[src/rtl/spi_reg_bank.sv]
// Register bank written and read over an SPI slave byte interface.
// Strobes arrive from another clock domain; committed registers only change atomically.
module spi_reg_bank #(
  parameter int unsigned            NUM_REGS  = 2,
  parameter int unsigned            REG_BYTES = 1,
  parameter logic [3:0]             PERIPH_ID = 4'b0001,
  parameter logic [REG_BYTES*8-1:0] RST_VAL   = '1
) (
  input  logic                            iCLK,
  input  logic                            iRESETn,
  input  logic                            iSPI_WRITE_SIG,
  input  logic                            iSPI_SS_N,
  input  logic [7:0]                      iSPI_RCV_CMD,
  input  logic [7:0]                      iSPI_RCV_BYTE,
  output logic [NUM_REGS*REG_BYTES*8-1:0] oREG_DATA,
  output logic [NUM_REGS-1:0]             oREG_UPDATE,
  output logic [7:0]                      oSEND_BYTE,
  output logic                            oERR
);
  localparam int unsigned W    = REG_BYTES * 8;
  localparam logic [1:0]  LAST = 2'(REG_BYTES - 1);
  localparam logic [2:0]  NR   = 3'(NUM_REGS);

  logic ws_s1, ws_s2, ws_d;
  logic ss_s1, ss_s2, ss_d;
  logic [2:0] vld;
  logic in_frame;
  logic strobe, frame_start, frame_end, accept;
  logic is_read, idx_ok, idx_stat;
  logic [2:0] idx;
  logic [1:0] bp, rp;
  logic [REG_BYTES-1:0][7:0] shadow, shadow_next, commit_buf;
  logic [NUM_REGS-1:0][W-1:0] regs;
  logic commit_pend;
  logic [2:0] commit_idx;
  logic [7:0] rd_byte;

  always_ff @(posedge iCLK or negedge iRESETn) begin
    if (!iRESETn) begin
      ws_s1 <= 1'b0;
      ws_s2 <= 1'b0;
      ws_d  <= 1'b0;
      ss_s1 <= 1'b1;
      ss_s2 <= 1'b1;
      ss_d  <= 1'b1;
      vld   <= '0;
    end else begin
      ws_s1 <= iSPI_WRITE_SIG;
      ws_s2 <= ws_s1;
      ws_d  <= ws_s2;
      ss_s1 <= iSPI_SS_N;
      ss_s2 <= ss_s1;
      ss_d  <= ss_s2;
      vld   <= {vld[1:0], 1'b1};
    end
  end

  // A falling SS_N only counts once the synchroniser holds real samples, so a
  // line already low at reset release does not open a frame.
  assign strobe      = ws_s2 & ~ws_d;
  assign frame_start = vld[2] & ss_d & ~ss_s2;
  assign frame_end   = ss_s2 & ~ss_d;
  assign accept      = strobe & in_frame & (iSPI_RCV_CMD[6:3] == PERIPH_ID);

  assign is_read  = iSPI_RCV_CMD[7];
  assign idx      = iSPI_RCV_CMD[2:0];
  assign idx_stat = (idx == 3'd7);
  assign idx_ok   = (idx < NR);

  always_comb begin
    shadow_next = shadow;
    for (int unsigned b = 0; b < REG_BYTES; b++)
      if (bp == 2'(b)) shadow_next[b] = iSPI_RCV_BYTE;
  end

  always_comb begin
    rd_byte = '0;
    if (idx_stat) begin
      rd_byte = {oERR, 3'b000, 2'b00, bp};
    end else begin
      for (int unsigned r = 0; r < NUM_REGS; r++)
        for (int unsigned b = 0; b < REG_BYTES; b++)
          if (idx == 3'(r) && rp == 2'(b)) rd_byte = regs[r][b*8 +: 8];
    end
  end

  always_ff @(posedge iCLK or negedge iRESETn) begin
    if (!iRESETn) begin
      in_frame <= 1'b0;
    end else if (frame_start) begin
      in_frame <= 1'b1;
    end else if (frame_end) begin
      in_frame <= 1'b0;
    end
  end

  // The completed word is latched into commit_buf at the strobe so that a
  // frame end in the same cycle can clear the shadow without losing it.
  always_ff @(posedge iCLK or negedge iRESETn) begin
    if (!iRESETn) begin
      for (int unsigned r = 0; r < NUM_REGS; r++) regs[r] <= RST_VAL;
      oREG_UPDATE <= '0;
      oSEND_BYTE  <= '0;
      oERR        <= 1'b0;
      bp          <= '0;
      rp          <= '0;
      shadow      <= '0;
      commit_buf  <= '0;
      commit_pend <= 1'b0;
      commit_idx  <= '0;
    end else begin
      oREG_UPDATE <= '0;
      commit_pend <= 1'b0;
      if (commit_pend) begin
        for (int unsigned r = 0; r < NUM_REGS; r++) begin
          if (commit_idx == 3'(r)) begin
            regs[r]        <= commit_buf;
            oREG_UPDATE[r] <= 1'b1;
          end
        end
      end
      if (accept) begin
        if (!is_read) begin
          oSEND_BYTE <= '0;
          if (idx_ok) begin
            if (bp == LAST) begin
              commit_buf  <= shadow_next;
              commit_pend <= 1'b1;
              commit_idx  <= idx;
              shadow      <= '0;
              bp          <= '0;
            end else begin
              shadow <= shadow_next;
              bp     <= bp + 2'd1;
            end
          end else if (!idx_stat) begin
            oERR <= 1'b1;
          end
        end else begin
          oSEND_BYTE <= rd_byte;
          rp         <= (rp == LAST) ? 2'd0 : rp + 2'd1;
          if (idx_stat) oERR <= 1'b0;
          else if (!idx_ok) oERR <= 1'b1;
        end
      end
      if (frame_end) begin
        bp     <= '0;
        rp     <= '0;
        shadow <= '0;
        if (!accept) oSEND_BYTE <= '0;
      end
    end
  end

  assign oREG_DATA = regs;
endmodule

[config.mk]
export PLATFORM = sky130hd
export DESIGN_NAME = spi_reg_bank
export DESIGN_NICKNAME = d
export VERILOG_FILES = /design/src/rtl/spi_reg_bank.sv
export SDC_FILE = /design/constraint.sdc
export NUM_CORES = 1
export LEC_CHECK = 0
export BUFFER_PORTS_ARGS = -buffer_cell sky130_fd_sc_hd__clkbuf_2
export CAP_MARGIN = 20
export CORE_ASPECT_RATIO = 0.9
export CORE_UTILIZATION = 57
export DETAILED_ROUTE_END_ITERATION = 10
export HOLD_SLACK_MARGIN = 0.02
export PLACE_DENSITY = 0.94
export RECOVER_POWER = 25
export SETUP_SLACK_MARGIN = 0.3
export SLEW_MARGIN = 20
export SYNTH_ARGS = -nofsm -noshare
export SYNTH_HDL_FRONTEND = slang
export SYNTH_SLANG_ARGS = --single-unit
[constraint.sdc]
create_clock -name iCLK -period 3.2 [get_ports iCLK]
set_clock_uncertainty 0.1 [all_clocks]
set_input_delay 0.96 -clock iCLK [delete_from_list [all_inputs] [get_ports iCLK]]
set_output_delay 0.96 -clock iCLK [all_outputs]
set_load 0.03 [all_outputs]
==> impl_metrics.yaml <==
clock_tree:
  cts_resized: 0
  clkTransAtPathRegs_ns: 0.09
  numCtsBuffers: 5
  clock_sinks: 53
  clock_path_buffers: 2
  h-tree-depth: 2
  cts_setup_buffers: 0
  holdBufCountCts: 0
  clk_latency_ns: 0.30
  cts_tree: "done"
  root_buffer: "clkbuf_8"
grt:
  grt_pass1_vias: 1345
  grt_pass1_wl_microns: 6410
  overflow: 0
  grt_usage_pct: 22.09
  antenna_found_initial: 0
  grt_max_degree: 54
drt:
  drt_iter0_drc: 79
  vias: 1360
  postRouteAntennaNets: 0
  routed_wl_microns: 3898
  dr.pass1.iters: 5
  viasPerCell: 5.551
  m1WireLength_microns: 1673
  maxUsedRoutingLayer: "met4"
  wl_met3_microns: 202
  avgRoutedWirePerCell_microns: 15.91
  met2_length_microns: 1988
  drc: 0
synth:
  synth.area.top_cells: "dfrtp_1 39%, dfstp_2 23%, mux2_2 8.2%, mux2_4 6.2%, mux2i_1 3.2%"
  avgSynthCellArea_sq_um: 14.58
  synth_edf_count: 0
  postSynthCellCount: 150
  synth_area_leader_cell: "dfrtp_1"
  syn_area_sq_um: 2187
  async_reset_ff_share_pct: 100.0
  ys.flop_type: "dfrtp_1"
  yosysTopAreaCellShare_pct: 38.90
  yosysSeqAreaShare_pct: 61.73
  synth_seq_cells: 53
  synth.distinct_cells: 32
  ys_warn_count: 0
  synth_nets: 174
power:
  p_leak_nw: 1.252
  sw_frac_of_total_pct: 21.41
  combinationalPowerShare_pct: 4.3
  switchingPower_mw: 0.2385
  p_per_area_nw_per_um2: 436.3
  seq_power_share_pct: 61.7
  peakVddDrop_mv: 0.2899
  power.share.clock_pct: 34.0
  p_int_mw: 0.8752
floorplanning:
  die_h_microns: 60.77
  dieWidth_microns: 67.30
  coreArea_sq_um: 3528
  std_cell_rows: 20
  start_util_pct: 61.99
  dieArea_sq_um: 4089
  ioPinCount: 47
final_layout:
  layout_common_cells: "47 x clkbuf_2, 34 x dfrtp_1, 18 x dfstp_2"
  final_core_util_pct: 72.34
  post-route-cell-area_sq_um: 2552
  drive_gt1_share_pct: 51.24
  area_delta_synth_final_pct: 16.70
  final_nets: 224
  final_common_cell: "clkbuf_2"
  n_antenna_cell: 0
placed_design:
  portBuffers: 46
  hpwl_microns: 2802
  placed_area_sq_um: 2459
  place.gp.congestion: 0.8031
setup_path:
  critPathMaxFanout: 8
  worst_ep_arrival_time_ns: 2.38
  end_kind: "flip-flop"
  crit_path_start_kind: "input port"
  required_ns: 3.28
  path_class: "input port to flip-flop"
timing:
  tns_ns: 0
  worstMarginPinSlew_ns: 1.227
  grt_setup_unrepaired: "no"
  finalCritPeriodShare_pct: 71.70
  min_period_ns: 2.294
  maxSlewViolCount: 0
  slew-limit-headroom_pct: 18.20
  finalSetupViolCount: 0
  hold_violations: 0
  max_freq_ghz: 0.4359
status:
  outcome: "finished, final reports clean"
job:
  cap_violations: 0
hold_path:
  hold_path.class: "flip-flop to flip-flop"
-- worst paths after layout --
path	from	endpoint	slack (ns)	depth (start not counted)
setup / recovery	iSPI_RCV_CMD[4]	oSEND_BYTE[1]$_DFF_PN0_	0.91	5
hold / removal	vld[1]$_DFF_PN0_	vld[2]$_DFF_PN0_	0.25	0
hold reg to reg	vld[1]$_DFF_PN0_	vld[2]$_DFF_PN0_	0.25	0
setup reg to reg	rp[0]$_DFFE_PN0P_	oSEND_BYTE[1]$_DFF_PN0_	1.34	6
min in group asynchronous	iRESETn	ws_s2$_DFF_PN0_	0.90	2
max in group asynchronous	iRESETn	in_frame$_DFFE_PN0P_	1.36	2
-- power by group through the flow --
stage / Sequential [mW] / Combinational (mW) / Clock [mW]
2_1_floorplan: 0.699 / 0.0171 / 0
3_3_place_gp: 0.699 / 0.0477 / 0
3_5_place_dp: 0.700 / 0.0491 / 0
4_1_cts: 0.688 / 0.0491 / 0.387
5_1_grt: 0.689 / 0.0534 / 0.416
6_report: 0.688 / 0.0478 / 0.378
-- registers in the layout (all words and copies together) (netlist names) --
| name | cells |
|---|---|
| ws_s1 | 1 |
| ss_s2 | 1 |
| oSEND_BYTE | 8 |
| oREG_UPDATE | 2 |
| commit_buf | 8 |
| rp | 2 |
| in_frame | 1 |
| ss_s1 | 1 |
| vld | 3 |
| ws_s2 | 1 |
| oERR | 1 |
| bp | 2 |
| ss_d | 1 |
| commit_pend | 1 |
| ws_d | 1 |
| oREG_DATA | 16 |
| commit_idx | 3 |
-- Yosys cell counts, drive strengths merged (3+ instances only) --
cell type,n
inv,6
nand3,9
ha,4
o2bb2ai,5
dfrtp,34
dfstp,19
nand2,6
buf,3
nor2,5
a21oi,5
mux2,25
and2,3
mux2i,7
-- logic make-up after synthesis --
kind of cell / Yosys count / share of synthesized area, %
other cells: 1 / 0.1715
mux: 32 / 17.62
flops: 53 / 61.73
fa+ha+maj: 4 / 2.288
buf+inv: 11 / 2.631
simple gates: 33 / 10.18
compound gates: 16 / 5.377
-- area by class of cell --
cell class                 count  area, sq um
fill                         219        975.9
sequential                    53         1350
timing repair buffer          48        242.7
clock buffer                   6        82.58
inverter                       6        22.52
multi-input combinational     86        785.8
tap                           44        55.05
clock inverter                 2        13.76
-- worst max-delay path, cell delays in order --
cell and delay (ns):
clkbuf_2 0.10, nor4b_4 0.33, and2_1 0.34, nor2_1 0.23, a221o_1 0.42
-- routing by layer --
metal  global-route usage [%]  up-vias
met5                        0        -
met4                    8.207        0
met3                    6.015        4
met2                    35.86       51
met1                    28.72      669
li1                         -      636
-- through the flow --
step	total power, mW	cells	hold WS [ns]	setup WS, ns
final	1.114	245	0.2511	0.9056
after global routing	1.158	245	0.2636	0.8444
after CTS	1.123	245	0.2563	0.9200
after detailed placement	0.7487	237	0.2363	0.5962
after global placement	0.7466	237	0.2316	0.6428
after floorplan	0.7157	150	0.2312	0.9079
Power figures use the tool's default switching activity.
